File: config.mk
export PLATFORM = sky130hd
export DESIGN_NAME = ifmap_spad_writer_flat
export DESIGN_NICKNAME = d
export VERILOG_FILES = /design/src/rtl/ifmap_spad_writer_pkg.sv /design/src/rtl/ifmap_spad_writer_if.sv /design/src/rtl/ifmap_spad_writer_spad_wrap_ptr.sv /design/src/rtl/ifmap_spad_writer.sv /design/src/flat_wrapper.sv
export SDC_FILE = /design/constraint.sdc
export NUM_CORES = 1
export LEC_CHECK = 0
export CAP_MARGIN = 20
export CORE_UTILIZATION = 49
export CTS_CLUSTER_SIZE = 16
export DETAILED_ROUTE_END_ITERATION = 10
export MAX_ROUTING_LAYER = met4
export PLACE_DENSITY_LB_ADDON = 0.2
export SKIP_LAST_GASP = 1
export SLEW_MARGIN = 20
export SYNTH_ARGS = -nofsm -noshare
export SYNTH_HDL_FRONTEND = slang
export SYNTH_HIERARCHICAL = 1
export SYNTH_SLANG_ARGS = --single-unit
File: constraint.sdc
create_clock -name clk -period 7.3 [get_ports clk]
set_input_delay 0.73 -clock clk [delete_from_list [all_inputs] [get_ports clk]]
set_output_delay 0.73 -clock clk [all_outputs]
set_load 0.1 [all_outputs]
File: src/rtl/ifmap_spad_writer_pkg.sv
// Shared types and constants for the ifmap scratchpad writer and its pointer helper.
// Latency: n/a (types and constant functions only).
// Backpressure: n/a.
package ifmap_spad_writer_pkg;

  // Write-side controller states
  typedef enum logic [1:0] {
    ST_IDLE = 2'd0,
    ST_FILL = 2'd1,
    ST_HOLD = 2'd2
  } wr_state_e;

  localparam int DEF_IFMAP_DATA_WIDTH = 8;
  localparam int DEF_SPAD_DEPTH       = 12;

  // Index of the last scratchpad entry; pointers wrap after this value
  function automatic int spad_last(input int depth);
    return depth - 1;
  endfunction

  localparam int DEF_SPAD_LAST = spad_last(DEF_SPAD_DEPTH);

endpackage

File: src/rtl/ifmap_spad_writer_if.sv
// Bundle of stream, scratchpad-write, release and row-publish signals for the writer.
// Latency: n/a (wiring only).
// Backpressure: in_ready is driven by the writer (slave); all other flow is master-driven.
interface ifmap_spad_writer_if #(
  parameter int IFMAP_DATA_WIDTH = 8,
  parameter int SPAD_DEPTH       = 12,
  parameter int ADDR_W           = $clog2(SPAD_DEPTH)
);
  logic                        start;
  logic                        in_valid;
  logic [IFMAP_DATA_WIDTH-1:0] in_data;
  logic                        in_last;
  logic                        in_ready;
  logic                        wr_en;
  logic [ADDR_W-1:0]           wr_addr;
  logic [IFMAP_DATA_WIDTH-1:0] wr_data;
  logic                        release_en;
  logic [ADDR_W:0]             release_cnt;
  logic                        row_valid;
  logic [ADDR_W-1:0]           row_base;
  logic [ADDR_W:0]             row_len;
  logic                        row_ack;
  logic [ADDR_W:0]             count;
  logic                        full;
  logic                        empty;
  logic                        err;

  modport master (
    output start, in_valid, in_data, in_last, release_en, release_cnt, row_ack,
    input  in_ready, wr_en, wr_addr, wr_data, row_valid, row_base, row_len,
           count, full, empty, err
  );

  modport slave (
    input  start, in_valid, in_data, in_last, release_en, release_cnt, row_ack,
    output in_ready, wr_en, wr_addr, wr_data, row_valid, row_base, row_len,
           count, full, empty, err
  );
endinterface

File: src/rtl/ifmap_spad_writer_spad_wrap_ptr.sv
// Circular pointer over DEPTH entries (DEPTH need not be a power of two).
// Latency: advances one cycle after i_en.
// Backpressure: none; caller gates i_en.
module spad_wrap_ptr
  import ifmap_spad_writer_pkg::*;
#(
  parameter int DEPTH = 12,
  parameter int W     = $clog2(DEPTH)
) (
  input  logic         clk,
  input  logic         rst,
  input  logic         i_en,
  output logic [W-1:0] o_ptr
);
  localparam int           LAST_I = spad_last(DEPTH);
  localparam logic [W-1:0] LAST   = LAST_I[W-1:0];

  logic [W-1:0] r_ptr;

  // Step the pointer, wrapping explicitly at the last entry rather than by overflow
  always_ff @(posedge clk) begin
    if (rst) begin
      r_ptr <= '0;
    end else if (i_en) begin
      r_ptr <= (r_ptr == LAST) ? '0 : r_ptr + 1'b1;
    end
  end

  assign o_ptr = r_ptr;
endmodule

File: src/rtl/ifmap_spad_writer.sv
// Captures ifmap rows from a valid/ready stream into a circular scratchpad and publishes row base/length.
// Latency: zero-latency write (wr_en in the accepting cycle); row_valid one cycle after the last beat.
// Backpressure: in_ready only in FILL while not full; drops the same cycle count reaches SPAD_DEPTH.
module ifmap_spad_writer
  import ifmap_spad_writer_pkg::*;
#(
  parameter int IFMAP_DATA_WIDTH = 8,
  parameter int SPAD_DEPTH       = 12,
  parameter int ADDR_W           = $clog2(SPAD_DEPTH)
) (
  input  logic                  clk,
  input  logic                  rst,
  ifmap_spad_writer_if.slave    bus
);
  localparam logic [ADDR_W:0] DEPTH_C = SPAD_DEPTH[ADDR_W:0];

  wr_state_e         r_state;
  logic              r_row_valid;
  logic [ADDR_W-1:0] r_row_base;
  logic [ADDR_W:0]   r_row_len;
  logic [ADDR_W:0]   r_beat_cnt;
  logic [ADDR_W:0]   r_count;
  logic              r_err;

  logic [ADDR_W-1:0] w_wr_ptr;
  logic              w_full;
  logic              w_empty;
  logic              w_in_ready;
  logic              w_accept;
  logic [ADDR_W:0]   w_beat_nxt;
  logic              w_row_overrun;
  logic [ADDR_W+1:0] w_cnt_sum;
  logic [ADDR_W+1:0] w_rel_amt;
  logic [ADDR_W+1:0] w_cnt_diff;
  logic              w_rel_over;

  assign w_full        = (r_count == DEPTH_C);
  assign w_empty       = (r_count == '0);
  // rst blocks acceptance so nothing is written in the reset cycle
  assign w_in_ready    = (r_state == ST_FILL) && !w_full && !rst;
  assign w_accept      = bus.in_valid && w_in_ready;
  assign w_beat_nxt    = r_beat_cnt + 1'b1;
  assign w_row_overrun = w_accept && !bus.in_last && (w_beat_nxt == DEPTH_C);

  // One extra bit so release_cnt larger than the occupancy can be detected
  assign w_cnt_sum  = {1'b0, r_count} + {{(ADDR_W+1){1'b0}}, w_accept};
  assign w_rel_amt  = bus.release_en ? {1'b0, bus.release_cnt} : '0;
  assign w_rel_over = (w_rel_amt > w_cnt_sum);
  assign w_cnt_diff = w_cnt_sum - w_rel_amt;

  spad_wrap_ptr #(
    .DEPTH (SPAD_DEPTH),
    .W     (ADDR_W)
  ) u_wr_ptr (
    .clk   (clk),
    .rst   (rst),
    .i_en  (w_accept),
    .o_ptr (w_wr_ptr)
  );

  // Row capture FSM: arm on start, fill until last or overrun, hold until the reader acks
  always_ff @(posedge clk) begin
    if (rst) begin
      r_state     <= ST_IDLE;
      r_row_valid <= 1'b0;
      r_row_base  <= '0;
      r_row_len   <= '0;
      r_beat_cnt  <= '0;
    end else begin
      case (r_state)
        ST_IDLE: begin
          if (bus.start) begin
            r_row_base <= w_wr_ptr;
            r_beat_cnt <= '0;
            r_state    <= ST_FILL;
          end
        end
        ST_FILL: begin
          if (w_accept) begin
            r_beat_cnt <= w_beat_nxt;
            if (bus.in_last) begin
              r_row_len   <= w_beat_nxt;
              r_row_valid <= 1'b1;
              r_state     <= ST_HOLD;
            end else if (w_beat_nxt == DEPTH_C) begin
              r_row_len   <= DEPTH_C;
              r_row_valid <= 1'b1;
              r_state     <= ST_HOLD;
            end
          end
        end
        ST_HOLD: begin
          if (bus.row_ack) begin
            r_row_valid <= 1'b0;
            if (bus.start) begin
              r_row_base <= w_wr_ptr;
              r_beat_cnt <= '0;
              r_state    <= ST_FILL;
            end else begin
              r_state <= ST_IDLE;
            end
          end
        end
        default: begin
          r_row_valid <= 1'b0;
          r_state     <= ST_IDLE;
        end
      endcase
    end
  end

  // Occupancy: accept and release land in the same cycle; over-release clamps to zero
  always_ff @(posedge clk) begin
    if (rst) begin
      r_count <= '0;
    end else if (w_rel_over) begin
      r_count <= '0;
    end else begin
      r_count <= w_cnt_diff[ADDR_W:0];
    end
  end

  // Sticky error: row overrun or release beyond occupancy; only rst clears it
  always_ff @(posedge clk) begin
    if (rst) begin
      r_err <= 1'b0;
    end else if (w_rel_over || w_row_overrun) begin
      r_err <= 1'b1;
    end
  end

  assign bus.in_ready  = w_in_ready;
  assign bus.wr_en     = w_accept;
  assign bus.wr_addr   = w_wr_ptr;
  assign bus.wr_data   = bus.in_data;
  assign bus.row_valid = r_row_valid;
  assign bus.row_base  = r_row_base;
  assign bus.row_len   = r_row_len;
  assign bus.count     = r_count;
  assign bus.full      = w_full;
  assign bus.empty     = w_empty;
  assign bus.err       = r_err;
endmodule

File: src/flat_wrapper.sv
// flat-port wrapper written by rule: the top's interface ports become plain ports
module ifmap_spad_writer_flat import ifmap_spad_writer_pkg::*;
#(
  parameter int IFMAP_DATA_WIDTH = 8,
  parameter int SPAD_DEPTH       = 12,
  parameter int ADDR_W           = $clog2(SPAD_DEPTH)
)
  (clk, rst, bus_start, bus_in_valid, bus_in_data, bus_in_last, bus_release_en, bus_release_cnt, bus_row_ack, bus_in_ready, bus_wr_en, bus_wr_addr, bus_wr_data, bus_row_valid, bus_row_base, bus_row_len, bus_count, bus_full, bus_empty, bus_err);
  ifmap_spad_writer_if #(.IFMAP_DATA_WIDTH(IFMAP_DATA_WIDTH), .SPAD_DEPTH(SPAD_DEPTH), .ADDR_W(ADDR_W)) bus_i ();
  input  logic clk;
  input  logic rst;
  input wire logic [$bits(bus_i.start)-1:0] bus_start;
  input wire logic [$bits(bus_i.in_valid)-1:0] bus_in_valid;
  input wire logic [$bits(bus_i.in_data)-1:0] bus_in_data;
  input wire logic [$bits(bus_i.in_last)-1:0] bus_in_last;
  input wire logic [$bits(bus_i.release_en)-1:0] bus_release_en;
  input wire logic [$bits(bus_i.release_cnt)-1:0] bus_release_cnt;
  input wire logic [$bits(bus_i.row_ack)-1:0] bus_row_ack;
  output wire logic [$bits(bus_i.in_ready)-1:0] bus_in_ready;
  output wire logic [$bits(bus_i.wr_en)-1:0] bus_wr_en;
  output wire logic [$bits(bus_i.wr_addr)-1:0] bus_wr_addr;
  output wire logic [$bits(bus_i.wr_data)-1:0] bus_wr_data;
  output wire logic [$bits(bus_i.row_valid)-1:0] bus_row_valid;
  output wire logic [$bits(bus_i.row_base)-1:0] bus_row_base;
  output wire logic [$bits(bus_i.row_len)-1:0] bus_row_len;
  output wire logic [$bits(bus_i.count)-1:0] bus_count;
  output wire logic [$bits(bus_i.full)-1:0] bus_full;
  output wire logic [$bits(bus_i.empty)-1:0] bus_empty;
  output wire logic [$bits(bus_i.err)-1:0] bus_err;
  assign bus_i.start = bus_start;
  assign bus_i.in_valid = bus_in_valid;
  assign bus_i.in_data = bus_in_data;
  assign bus_i.in_last = bus_in_last;
  assign bus_i.release_en = bus_release_en;
  assign bus_i.release_cnt = bus_release_cnt;
  assign bus_i.row_ack = bus_row_ack;
  assign bus_in_ready = bus_i.in_ready;
  assign bus_wr_en = bus_i.wr_en;
  assign bus_wr_addr = bus_i.wr_addr;
  assign bus_wr_data = bus_i.wr_data;
  assign bus_row_valid = bus_i.row_valid;
  assign bus_row_base = bus_i.row_base;
  assign bus_row_len = bus_i.row_len;
  assign bus_count = bus_i.count;
  assign bus_full = bus_i.full;
  assign bus_empty = bus_i.empty;
  assign bus_err = bus_i.err;
  ifmap_spad_writer #(.IFMAP_DATA_WIDTH(IFMAP_DATA_WIDTH), .SPAD_DEPTH(SPAD_DEPTH), .ADDR_W(ADDR_W)) u_core (.clk(clk), .rst(rst), .bus(bus_i));
endmodule
* Word level (Yosys, flattened, before mapping) *
Index checks and enable logic that the tools add are counted.
W data, S select, Z words.

word-level totals
  bits of input ports = 20
  memories = 0
  flip-flop bits (word level) = 27
  word-level logic and storage cells = 66
  ROM bits = 0
  RAM bits = 0
  latch bits = 0

cells by class
  reduce and logical (&&, ||, !) cells = 20
  bitwise gates (word level) = 1
  div/mod/pow operators = 0
  shift-type cells = 0
  mux-type cells = 23
  order comparisons = 1
  multipliers = 0
  add/sub/neg operators = 4
  equal/unequal tests = 9

operators with widths
  operator               count
  $mux W5                6
  $pmux W5 S3            1
  $mux W4                3
  $eq A5 B4 Y1 const B   2
  $mux W2                5
  $pmux W4 S2            1
  $reduce_and A4 Y1      2
  $add A5 B1 Y6          1
  $gt A5 B6 Y1           1
  $pmux W2 S3            1
  $reduce_and A3 Y1      2
  $add A5 B1 Y5 const B  1
  $logic_and A1 B1 Y1    5
  $logic_not A5 Y1       1
  $mux W1                5
  $sub A5 B5 Y5          1
  $add A4 B1 Y4 const B  1
  $eq A4 B4 Y1 const B   1
  $ne A2 B2 Y1 const B   2
  $reduce_bool A2 Y1     2
  $logic_not A1 Y1       3
  $ne A3 B3 Y1 const B   1
  $pmux W1 S3            1
  $reduce_bool A3 Y1     1
  other kinds (8)        8

* Logic depth before layout (Yosys ltp) *
  word-level depth = 8
  gate-level depth with buffers = 13
  mapped depth without buffers = 11

* Cells and area by module *
The synthesis kept the hierarchy.

by module, submodules not included
  module             seq. area each (µm²)  area an instance (µm²)  cells each  instances
  ifmap_spad_writer  460.4                 1357.6                  151         1
  spad_wrap_ptr      80.1                  190.2                   21          1

* Worst setup path before layout *
No wires, ideal clock.

  path type = register to output
  from = register u_core.r_count[2] (netlist: u_core/bus.count[2])
  to = output bus_in_ready
  path slack = 3.023 ns
  path buffers = 0
  cell stages (with the launch flop) = 4
  required time = 6.570 ns
  arrival = 3.547 ns
  cell sequence = dfxtp_1 nand2_1 nor2_1 nor2_1

between the ends
  longest elaborated chain between the ends = 4

ends and longest elaborated chain
  item                               line                      RTL
  start: declaration                 ifmap_spad_writer.sv:22   logic [ADDR_W:0] r_count;
  start signal: assignment           ifmap_spad_writer.sv:119  r_count <= w_cnt_diff[ADDR_W:0];
  $eq A5 B4 Y1                       ifmap_spad_writer.sv:37   assign w_full = (r_count == DEPTH_C);
  named net bus_full                 flat_wrapper.sv:27        output wire logic [$bits(bus_i.full)-1:0] bus_full;
  $logic_not A1 Y1                   ifmap_spad_writer.sv:40   assign w_in_ready = (r_state == ST_FILL) && !w_full && !rst;
  $logic_and A1 B1 Y1 (2 in series)  ifmap_spad_writer.sv:40
  end: declaration                   flat_wrapper.sv:19        output wire logic [$bits(bus_i.in_ready)-1:0] bus_in_ready;

The timed path passes the listed nets, and every way through them passes these cells.

* Worst setup path in the final report *
  from = input rst
  to = register u_core.r_err (netlist: u_core/bus.err)

between the ends
  longest elaborated chain between the ends = 6
  elaborated cells between the ends (all ways) = 8
  those cells by class = add/sub (1); order compare (1); reduce/logical (6)

ends and longest elaborated chain
  item                                                  line                                              RTL
  start: declaration                                    flat_wrapper.sv:11                                input logic rst;
  $logic_not A1 Y1                                      ifmap_spad_writer.sv:40
  $logic_and A1 B1 Y1                                   ifmap_spad_writer.sv:40
  $logic_and A1 B1 Y1                                   ifmap_spad_writer.sv:41                           assign w_accept = bus.in_valid && w_in_ready;
  $add A5 B1 Y6 or $logic_and A1 B1 Y1 (tied branches)  ifmap_spad_writer.sv:46, ifmap_spad_writer.sv:43
  $gt A5 B6 Y1 or $logic_and A1 B1 Y1 (tied branches)   ifmap_spad_writer.sv:48, ifmap_spad_writer.sv:43
  $logic_or A1 B1 Y1                                    ifmap_spad_writer.sv:127                          end else if (w_rel_over || w_row_overrun) begin
  end signal: assignment                                ifmap_spad_writer.sv:126                          r_err <= 1'b0;
  end signal: assignment                                ifmap_spad_writer.sv:128                          r_err <= 1'b1;
  end: declaration                                      ifmap_spad_writer.sv:23                           logic r_err;

Several ways; a longest one is shown, not always the timed one.
A chain may end at the register's enable or synchronous reset.

==> metrics.json <==
{
  "timing": {
    "finalCritPeriodShare": 0.5893,
    "period_needed_ns": 4.302,
    "finalSetupViolCount": 0,
    "sum_of_negative_setup_slack_ns": 0,
    "timing.fmax_ghz": 0.2324,
    "setup_repair_after_global_routing_missed_its_margin": "no",
    "layout_setup_ws_ns": 2.998,
    "timing.slew.headroom": 0.3436,
    "tightest_slew_ns": 0.9816,
    "final_hold_fails": 0,
    "worst_clock_skew_ns": 0.01015,
    "timing.final.max_slew_violations": 0
  },
  "floorplanning": {
    "die-height_um": 58.20,
    "core-area_mm2": 0.003028,
    "starting_density": 0.5112,
    "die_w_um": 58.20,
    "row_count": 20,
    "fp.dieArea_mm2": 0.003387,
    "pin_count": 52
  },
  "setup_path": {
    "startpoint_kind_of_the_worst_setup_timing_path": "input pin",
    "cp.required_ns": 7.58,
    "critical_path_class": "input pin to register",
    "worst_setup_path_end_kind": "register",
    "crit_fanout": 23,
    "critical_path_arrival_ns": 4.59
  },
  "global_route": {
    "grt_pass1_wl_um": 5526,
    "overall_global_routing_usage": 0.2199,
    "gr-total-overflow": 0,
    "pin_count_of_the_biggest_net_entering_global_routing": 24,
    "antenna_found_initial": 0,
    "via_count_of_the_first_global_routing_pass": 1235
  },
  "power": {
    "pwr-share-seq": 0.325,
    "clkPwrFrac": 0.117,
    "sw_frac_of_total": 0.5010,
    "power.switching_mw": 0.2746,
    "power.ir.vdd_worst_v": 0.0001660,
    "p_int_mw": 0.2735,
    "pd_cells_mw_per_mm2": 287.2,
    "p_leak_nw": 0.7825,
    "power_frac_comb": 0.558
  },
  "placed_design": {
    "dp_hpwl_um": 2608,
    "place_worst_setup_slack_ns": 2.659,
    "routability_congestion_estimate_from_global_placement": 0.8871,
    "placement.io_buffers": 35
  },
  "flow_run": {
    "max-cap-violations": 0
  },
  "final_layout": {
    "synthToLayoutAreaGrowth_pct": 23.28,
    "drive_gt1_frac": 0.06000,
    "multi_input_area_um2": 889.6,
    "antenna-diode-count": 0,
    "final_nets": 235,
    "final_core_util": 0.6302,
    "register_area_um2": 540.5,
    "n_fill_cell": 265
  },
  "drt": {
    "drc": 0,
    "dr.first_iter.drc_count": 53,
    "drt-total-wl_um": 3328,
    "vias_per_cell": 5.316,
    "drt_first_pass_iters": 4,
    "drt.antenna.violating_nets": 0,
    "routedWlPerCell_um": 13.64,
    "route.vias.total": 1297
  },
  "synthesis": {
    "synth.largest_area_cell": "sky130_fd_sc_hd__dfxtp_1",
    "synth_warnings": 6,
    "synth_cell_type_count": 44,
    "synth.cell_area_mm2": 0.001548,
    "number_of_register_bits_inferred_by_synthesis": 27,
    "netlist.area_leader.share": 0.3492,
    "synth_seq_area_share": 0.3492,
    "synthCells": 172,
    "synthesis.area_per_instance_um2": 8.998,
    "synth-edff-count": 0,
    "synth_fp_nets": 206,
    "synth_area_leaders": "sky130_fd_sc_hd__dfxtp_1, sky130_fd_sc_hd__ha_1, sky130_fd_sc_hd__mux2i_1",
    "synth_async_sr_flop_share": 0,
    "synth_ff_type": "sky130_fd_sc_hd__dfxtp_1"
  },
  "outcome": {
    "outcome": "complete, no violations"
  },
  "cts": {
    "htree_num_levels": 1,
    "clk_root_buffer_cell": "sky130_fd_sc_hd__clkbuf_4",
    "clock-sinks": 27,
    "clock_path_buffers": 2,
    "post_cts_hold_buffer_count": 0,
    "worstSkewPairLatency_ns": 0.32,
    "clock_pin_slew_worst_setup_and_hold_paths_ns": 0.15,
    "post_cts_repair_setup_buffers": 0,
    "numCtsBuffers": 3,
    "cts_tree": "yes",
    "ctsResizeCount": 0
  },
  "worst_hold_path": {
    "hold_path.class": "register to register"
  }
}
through the flow:
| stage | cells | power [mW] | area (um^2) | hold WS [ns] |
|---|---|---|---|---|
| after detailed placement | 240 | 0.4873 | 1881 | 0.4735 |
| after global routing | 244 | 0.5802 | 1908 | 0.5061 |
| after global placement | 240 | 0.4825 | 1881 | 0.4476 |
| after CTS | 244 | 0.5532 | 1908 | 0.4936 |
| final | 244 | 0.5481 | 1908 | 0.4906 |
| after floorplan | 172 | 0.4362 | 1548 | 0.4628 |
routing by layer:
layer	global-route usage	routed length, um	vias to the layer above
met5	-	0	-
met3	0.03348	134	2
met1	0.2642	1475	605
li1	-	-	652
met4	0.06803	10	0
met2	0.3777	1707	38
sequential cells by signal, indices dropped and copies added, names as in the netlist:
name	cells
u_core/u_wr_ptr/o_ptr	4
u_core/bus.count	5
u_core/bus.row_valid	1
u_core/bus.err	1
u_core/r_state	2
u_core/r_beat_cnt	5
u_core/bus.row_base	4
u_core/bus.row_len	5
final timing paths:
check / start / slack [ns] / to / depth (start not counted)
worst max register to register: u_core/bus.count[4]$_SDFF_PP0_ / 3.75 / u_core/bus.err$_SDFFE_PP0P_ / 11
worst min-delay path: u_core/bus.row_valid$_SDFFE_PP0P_ / 0.49 / u_core/bus.row_valid$_SDFFE_PP0P_ / 2
worst min register to register: u_core/bus.row_valid$_SDFFE_PP0P_ / 0.49 / u_core/bus.row_valid$_SDFFE_PP0P_ / 2
worst max-delay path: rst / 3.00 / u_core/bus.err$_SDFFE_PP0P_ / 12
logic make-up (layout without fill, tap and decap cells):
group | after synthesis | count (layout) | share of synthesized area
xor+xnor | 7 | 7 | 0.03961
fa+ha+maj | 14 | 14 | 0.1180
simple gates | 59 | 59 | 0.2118
buf+inv | 23 | 51 | 0.07599
compound gates | 35 | 35 | 0.1593
mux | 7 | 7 | 0.04608
flops | 27 | 27 | 0.3492
synth_stat cells (2+ instances only):
cell / number
sky130_fd_sc_hd__nor2_1: 12
sky130_fd_sc_hd__o21ai_0: 4
sky130_fd_sc_hd__a211oi_1: 2
sky130_fd_sc_hd__dfxtp_1: 27
sky130_fd_sc_hd__nand3_1: 4
sky130_fd_sc_hd__inv_1: 12
sky130_fd_sc_hd__clkbuf_1: 2
sky130_fd_sc_hd__a22o_1: 2
sky130_fd_sc_hd__nand2_1: 12
sky130_fd_sc_hd__xnor2_1: 4
sky130_fd_sc_hd__a21o_1: 3
sky130_fd_sc_hd__buf_4: 8
sky130_fd_sc_hd__nand3b_1: 2
sky130_fd_sc_hd__nor2b_1: 6
sky130_fd_sc_hd__a311oi_1: 2
sky130_fd_sc_hd__xor2_1: 3
sky130_fd_sc_hd__and2_1: 2
sky130_fd_sc_hd__nand2b_1: 3
sky130_fd_sc_hd__o21a_1: 2
sky130_fd_sc_hd__ha_1: 13
sky130_fd_sc_hd__nor3b_1: 2
sky130_fd_sc_hd__a21oi_1: 9
sky130_fd_sc_hd__a21boi_0: 4
sky130_fd_sc_hd__nor3_1: 4
sky130_fd_sc_hd__and3_1: 4
sky130_fd_sc_hd__mux2i_1: 6
power by group through the flow:
stage                     clock network [mW]  registers [mW]  logic (mW)
final                                 0.0641           0.178       0.306
after global routing                  0.0761           0.181       0.323
after CTS                             0.0686           0.178       0.306
after detailed placement                   0           0.182       0.306
after global placement                     0           0.181       0.301
after floorplan                            0           0.272       0.164
cell usage in the layout, fill, tap and decap left out, drive strengths merged, types with 3 or more instances in the layout:
cell / n
xnor2: 4
ha: 13
a21o: 3
nand3: 4
inv: 12
nand2: 12
nor2b: 6
and3: 4
xor2: 3
a21boi: 4
nor3b: 3
nor3: 4
mux2i: 6
clkbuf: 3
dfxtp: 27
nor2: 12
nand2b: 3
a21oi: 9
clkdlybuf4s50: 35
o21ai: 5
area by class of cell:
| class | instances | share of cell area |
|---|---|---|
| clock inverter | 1 | 0.002623 |
| tap | 44 | 0.02885 |
| timing repair buffer | 35 | 0.1836 |
| clock buffer | 3 | 0.01180 |
| sequential | 27 | 0.2833 |
| multi-input combinational | 122 | 0.4662 |
| inverter | 12 | 0.02361 |
critical path: stages:
cell and delay (ns):
sky130_fd_sc_hd__clkdlybuf4s50_1 0.98, sky130_fd_sc_hd__inv_1 0.23, sky130_fd_sc_hd__o2111a_2 0.33, sky130_fd_sc_hd__ha_1 0.29
sky130_fd_sc_hd__ha_1 0.21, sky130_fd_sc_hd__and3_1 0.20, sky130_fd_sc_hd__xnor2_1 0.13, sky130_fd_sc_hd__ha_1 0.34
sky130_fd_sc_hd__and3_1 0.18, sky130_fd_sc_hd__and3_1 0.18, sky130_fd_sc_hd__a211oi_1 0.56, sky130_fd_sc_hd__a21bo_2 0.23
No activity file was read; power rests on OpenSTA's default activity.
==> variant 1 (same flow settings) <==
`IFMAP_DATA_WIDTH` is set to 8 in 3 places; all go to 10.
--- a/src/rtl/ifmap_spad_writer_if.sv
+++ b/src/rtl/ifmap_spad_writer_if.sv
@@ -3,5 +3,5 @@
 // Backpressure: in_ready is driven by the writer (slave); all other flow is master-driven.
 interface ifmap_spad_writer_if #(
-  parameter int IFMAP_DATA_WIDTH = 8,
+  parameter int IFMAP_DATA_WIDTH = 10,
   parameter int SPAD_DEPTH       = 12,
   parameter int ADDR_W           = $clog2(SPAD_DEPTH)
--- a/src/rtl/ifmap_spad_writer.sv
+++ b/src/rtl/ifmap_spad_writer.sv
@@ -5,5 +5,5 @@
   import ifmap_spad_writer_pkg::*;
 #(
-  parameter int IFMAP_DATA_WIDTH = 8,
+  parameter int IFMAP_DATA_WIDTH = 10,
   parameter int SPAD_DEPTH       = 12,
   parameter int ADDR_W           = $clog2(SPAD_DEPTH)
--- a/src/flat_wrapper.sv
+++ b/src/flat_wrapper.sv
@@ -2,5 +2,5 @@
 module ifmap_spad_writer_flat import ifmap_spad_writer_pkg::*;
 #(
-  parameter int IFMAP_DATA_WIDTH = 8,
+  parameter int IFMAP_DATA_WIDTH = 10,
   parameter int SPAD_DEPTH       = 12,
   parameter int ADDR_W           = $clog2(SPAD_DEPTH)
Ports: changed (resized bus_in_data and bus_wr_data); port bits go from 52 to 56. No check against the original RTL was run, so the function may have changed too.
==> variant 1 against the original RTL <==
Design area stayed put; routed wire length is 0.87% lower; area after synthesis is 0.97% higher; total power is 0.22% lower; worst setup slack worse by 55 ps; non-clock buffer count stayed put; sequential share of layout area stayed put; sequential cell count stayed put; largest cell class unchanged.
==> variant 1: results <==
metrics = {
    "final_layout": {
        "syn_to_final_growth_pct": 22.10,
        "fin_nets": 237,
        "drive_above_1_share": 0.06000,
    },
    "yosys": {
        "synthAdderAreaFrac": 0.1169,
        "synth_flop_cell": "dfxtp_1",
        "synth_compound_area_frac": 0.1577,
        "yosysSeqAreaShare": 0.3459,
        "syn_area_per_cell_um2": 8.981,
        "synthXorXnorAreaFrac": 0.03923,
        "synth_nets": 210,
        "synth_mux_area_frac": 0.04564,
    },
    "detailed_routing": {
        "drt_wl_total_um": 3299,
        "drt_iter0_drc": 49,
        "via_per_inst": 5.270,
        "wl_per_cell_um": 13.52,
    },
    "timing": {
        "clock_skew_ps": 4.497,
        "max_slew.worst_pin.slew_ps": 984.4,
    },
    "placement": {
        "place_ws_ps": 2627,
        "routabilityCongestion": 0.8853,
    },
    "power": {
        "ir_drop_uv": 154.6,
    },
    "grt": {
        "grt_pass1_vias": 1297,
        "track_usage": 0.2185,
        "grt_pass1_wl_um": 5602,
    },
    "critical_path": {
        "cp_slowest_cell": "clkdlybuf4s50_1",
        "cp.arrival_ps": 4640,
    },
    "run_status": {
        "status": "complete, no violations",
    },
    "clocking": {
        "postCtsResizedCells": 0,
    },
}
-- variant 1: cell count changes after synthesis, sizes merged --
cell,unedited run,this run
buf,9,11
-- variant 1: final timing paths --
path,startpoint,depth (start not counted),endpoint,slack [ps]
worst max-delay path,rst,12,u_core/bus.err,2940
worst min register to register,u_core/bus.row_valid,2,u_core/bus.row_valid,480
worst max register to register,u_core/bus.count[1],11,u_core/bus.err,3700
worst min-delay path,u_core/bus.row_valid,2,u_core/bus.row_valid,480
-- variant 1: metal layers --
layer | GRT usage | part of all wire
met5 | - | 0
met4 | 0.05782 | 0.0082
met3 | 0.04615 | 0.037
met2 | 0.3629 | 0.48
met1 | 0.2707 | 0.47
-- variant 1: critical path, delay by kind of cell --
family / cells / cell delay (ps)
AO/OA/AOI/OAI: 3 / 1120
XOR/XNOR: 1 / 130
AND/OR/NAND/NOR: 3 / 570
buffers and inverters: 2 / 1220
adder cells (fa/ha/maj): 3 / 860
-- variant 1: area by class of cell --
class | instances | area share
Clock inverter | 1 | 0.002623
Inverter | 12 | 0.02361
Timing Repair Buffer | 35 | 0.1836
Sequential cell | 27 | 0.2833
Clock buffer | 3 | 0.01180
Tap cell | 44 | 0.02885
Multi-Input combinational cell | 122 | 0.4662
-- variant 1: kinds of logic (layout without fill, tap and decap cells) --
kind of cell	after synthesis	count (layout)
buffers and inverters	25	51
flip-flops	27	27
adder cells (fa/ha/maj)	14	14
XOR/XNOR	7	7
AO/OA/AOI/OAI	35	35
AND/OR/NAND/NOR	59	59
multiplexers	7	7
-- variant 1: power by group --
group / total, mW / switching [mW] / leakage, nW / internal [mW]
Clock: 0.0648 / 0.0442 / 0.0177 / 0.0206
Sequential: 0.178 / 0.0163 / 0.219 / 0.162
Combinational: 0.304 / 0.213 / 0.546 / 0.0909
==> variant 2 (same flow settings) <==
Made on the original files. Make the reset (`rst`) asynchronous in 4 clocked blocks.
--- a/src/rtl/ifmap_spad_writer_spad_wrap_ptr.sv
+++ b/src/rtl/ifmap_spad_writer_spad_wrap_ptr.sv
@@ -19,5 +19,5 @@
 
   // Step the pointer, wrapping explicitly at the last entry rather than by overflow
-  always_ff @(posedge clk) begin
+  always_ff @(posedge clk or posedge rst) begin
     if (rst) begin
       r_ptr <= '0;
--- a/src/rtl/ifmap_spad_writer.sv
+++ b/src/rtl/ifmap_spad_writer.sv
@@ -60,5 +60,5 @@
 
   // Row capture FSM: arm on start, fill until last or overrun, hold until the reader acks
-  always_ff @(posedge clk) begin
+  always_ff @(posedge clk or posedge rst) begin
     if (rst) begin
       r_state     <= ST_IDLE;
@@ -111,5 +111,5 @@
 
   // Occupancy: accept and release land in the same cycle; over-release clamps to zero
-  always_ff @(posedge clk) begin
+  always_ff @(posedge clk or posedge rst) begin
     if (rst) begin
       r_count <= '0;
@@ -122,5 +122,5 @@
 
   // Sticky error: row overrun or release beyond occupancy; only rst clears it
-  always_ff @(posedge clk) begin
+  always_ff @(posedge clk or posedge rst) begin
     if (rst) begin
       r_err <= 1'b0;
Formal check against the unedited RTL: differs if rst is asserted again (counterexample within 4 cycles, from zero or initial values and one cycle with rst high); with rst held inactive, the same outputs for 10 cycles.
==> variant 2 against the original RTL <==
Global-route usage decreased by 0.30 points; worst hold slack barely moved; area after synthesis is 6.8% higher; sequential cell count did not move; critical path depth shrank 7; routed wire length is 0.36% higher; worst setup slack improved by 590 ps; design area up 6.1%; critical endpoint is now bus_wr_en; largest cell class unchanged.
Power is left out: the tool's default activity adds up to more than one toggle a clock period on the data nets, which glitch-free logic cannot reach.
==> variant 2: results <==
metrics = {
    "critical_path": {
        "crit_path_max_incr_delay_ps": 1160,
        "rr_worst_depth": 12,
        "cp_max_fo": 16,
        "reg2reg_slack_ps": 3990,
        "cp.arrival_ps": 2980,
        "critPathTopFamily": "buffers and inverters",
    },
    "yosys": {
        "synth_nets": 207,
        "syn_area_per_cell_um2": 9.554,
        "yosys-top-cells-count": "dfrtp_1, nand2_1, inv_1, ha_1, o21ai_0",
        "async_reset_ff_frac": 1.000,
        "synth_area_leaders": "dfrtp_1, ha_1, nand2_1, buf_4, inv_1",
        "synth_mux_area_frac": 0.03407,
        "yosysSeqAreaShare": 0.4088,
        "synthXorXnorAreaFrac": 0.02650,
        "synthAdderAreaFrac": 0.1105,
    },
    "detailed_routing": {
        "first_pass_iters": 4,
        "wl_met2_um": 1682,
        "drt_iter0_drc": 49,
        "drt_wl_total_um": 3340,
        "dr_wl_met3_um": 132,
        "met1Wirelength_um": 1469,
        "via_per_inst": 5.360,
    },
    "timing": {
        "max_slew.worst_pin.slew_ps": 970.9,
        "holdWs_ps": 490.5,
        "clock_skew_ps": 8.677,
    },
    "clocking": {
        "htreeDepth": 1,
        "cts_root_buffer": "clkbuf_4",
    },
    "grt": {
        "met1_usage": 0.2674,
        "grt_use_met2": 0.3635,
        "track_usage": 0.2168,
        "use_met3": 0.02597,
        "grt_pass1_wl_um": 5720,
        "grt_pass1_vias": 1308,
    },
    "run_status": {
        "status": "complete, no violations",
    },
    "placement": {
        "dp_cells": 243,
        "post_dp_cell_area_um2": 1994,
        "dpl.hpwl_um": 2595,
        "place_ws_ps": 3452,
        "routabilityCongestion": 0.8370,
    },
    "final_layout": {
        "filler_cell_count": 281,
        "instances_no_fill": 247,
        "drive_above_1_share": 0.08374,
    },
    "min_path": {
        "min_path_cells": 1,
    },
}
[variant 2: cell type report]
class                           instances  area, µm²  share of cell area
Inverter                               16      62.56             0.03090
Multi-Input combinational cell        121      850.8              0.4203
Clock buffer                            3      22.52             0.01112
Sequential cell                        27      675.6              0.3337
Timing Repair Buffer                   35      350.3              0.1731
Clock inverter                          1      7.507            0.003708
Tap cell                               44      55.05             0.02719
[variant 2: worst paths after layout]
path | end | from
setup reg to reg | u_core/bus.count[3] | u_core/bus.count[1]
hold / removal | u_core/bus.err | u_core/bus.err
min in group asynchronous | u_core/u_wr_ptr/o_ptr[3] | rst
hold reg to reg | u_core/bus.err | u_core/bus.err
max in group asynchronous | u_core/bus.count[4] | rst
setup / recovery | bus_wr_en | rst
[variant 2: kinds of logic (layout without fill, tap and decap cells)]
group                      Yosys count  count (layout)
buffers and inverters               25              55
adders and majority gates           14              14
DFF                                 27              27
and+or+nand+nor                     66              66
muxes                                5               5
xor gates and xnor gates             5               5
AOI/OAI and AO/OA                   31              31
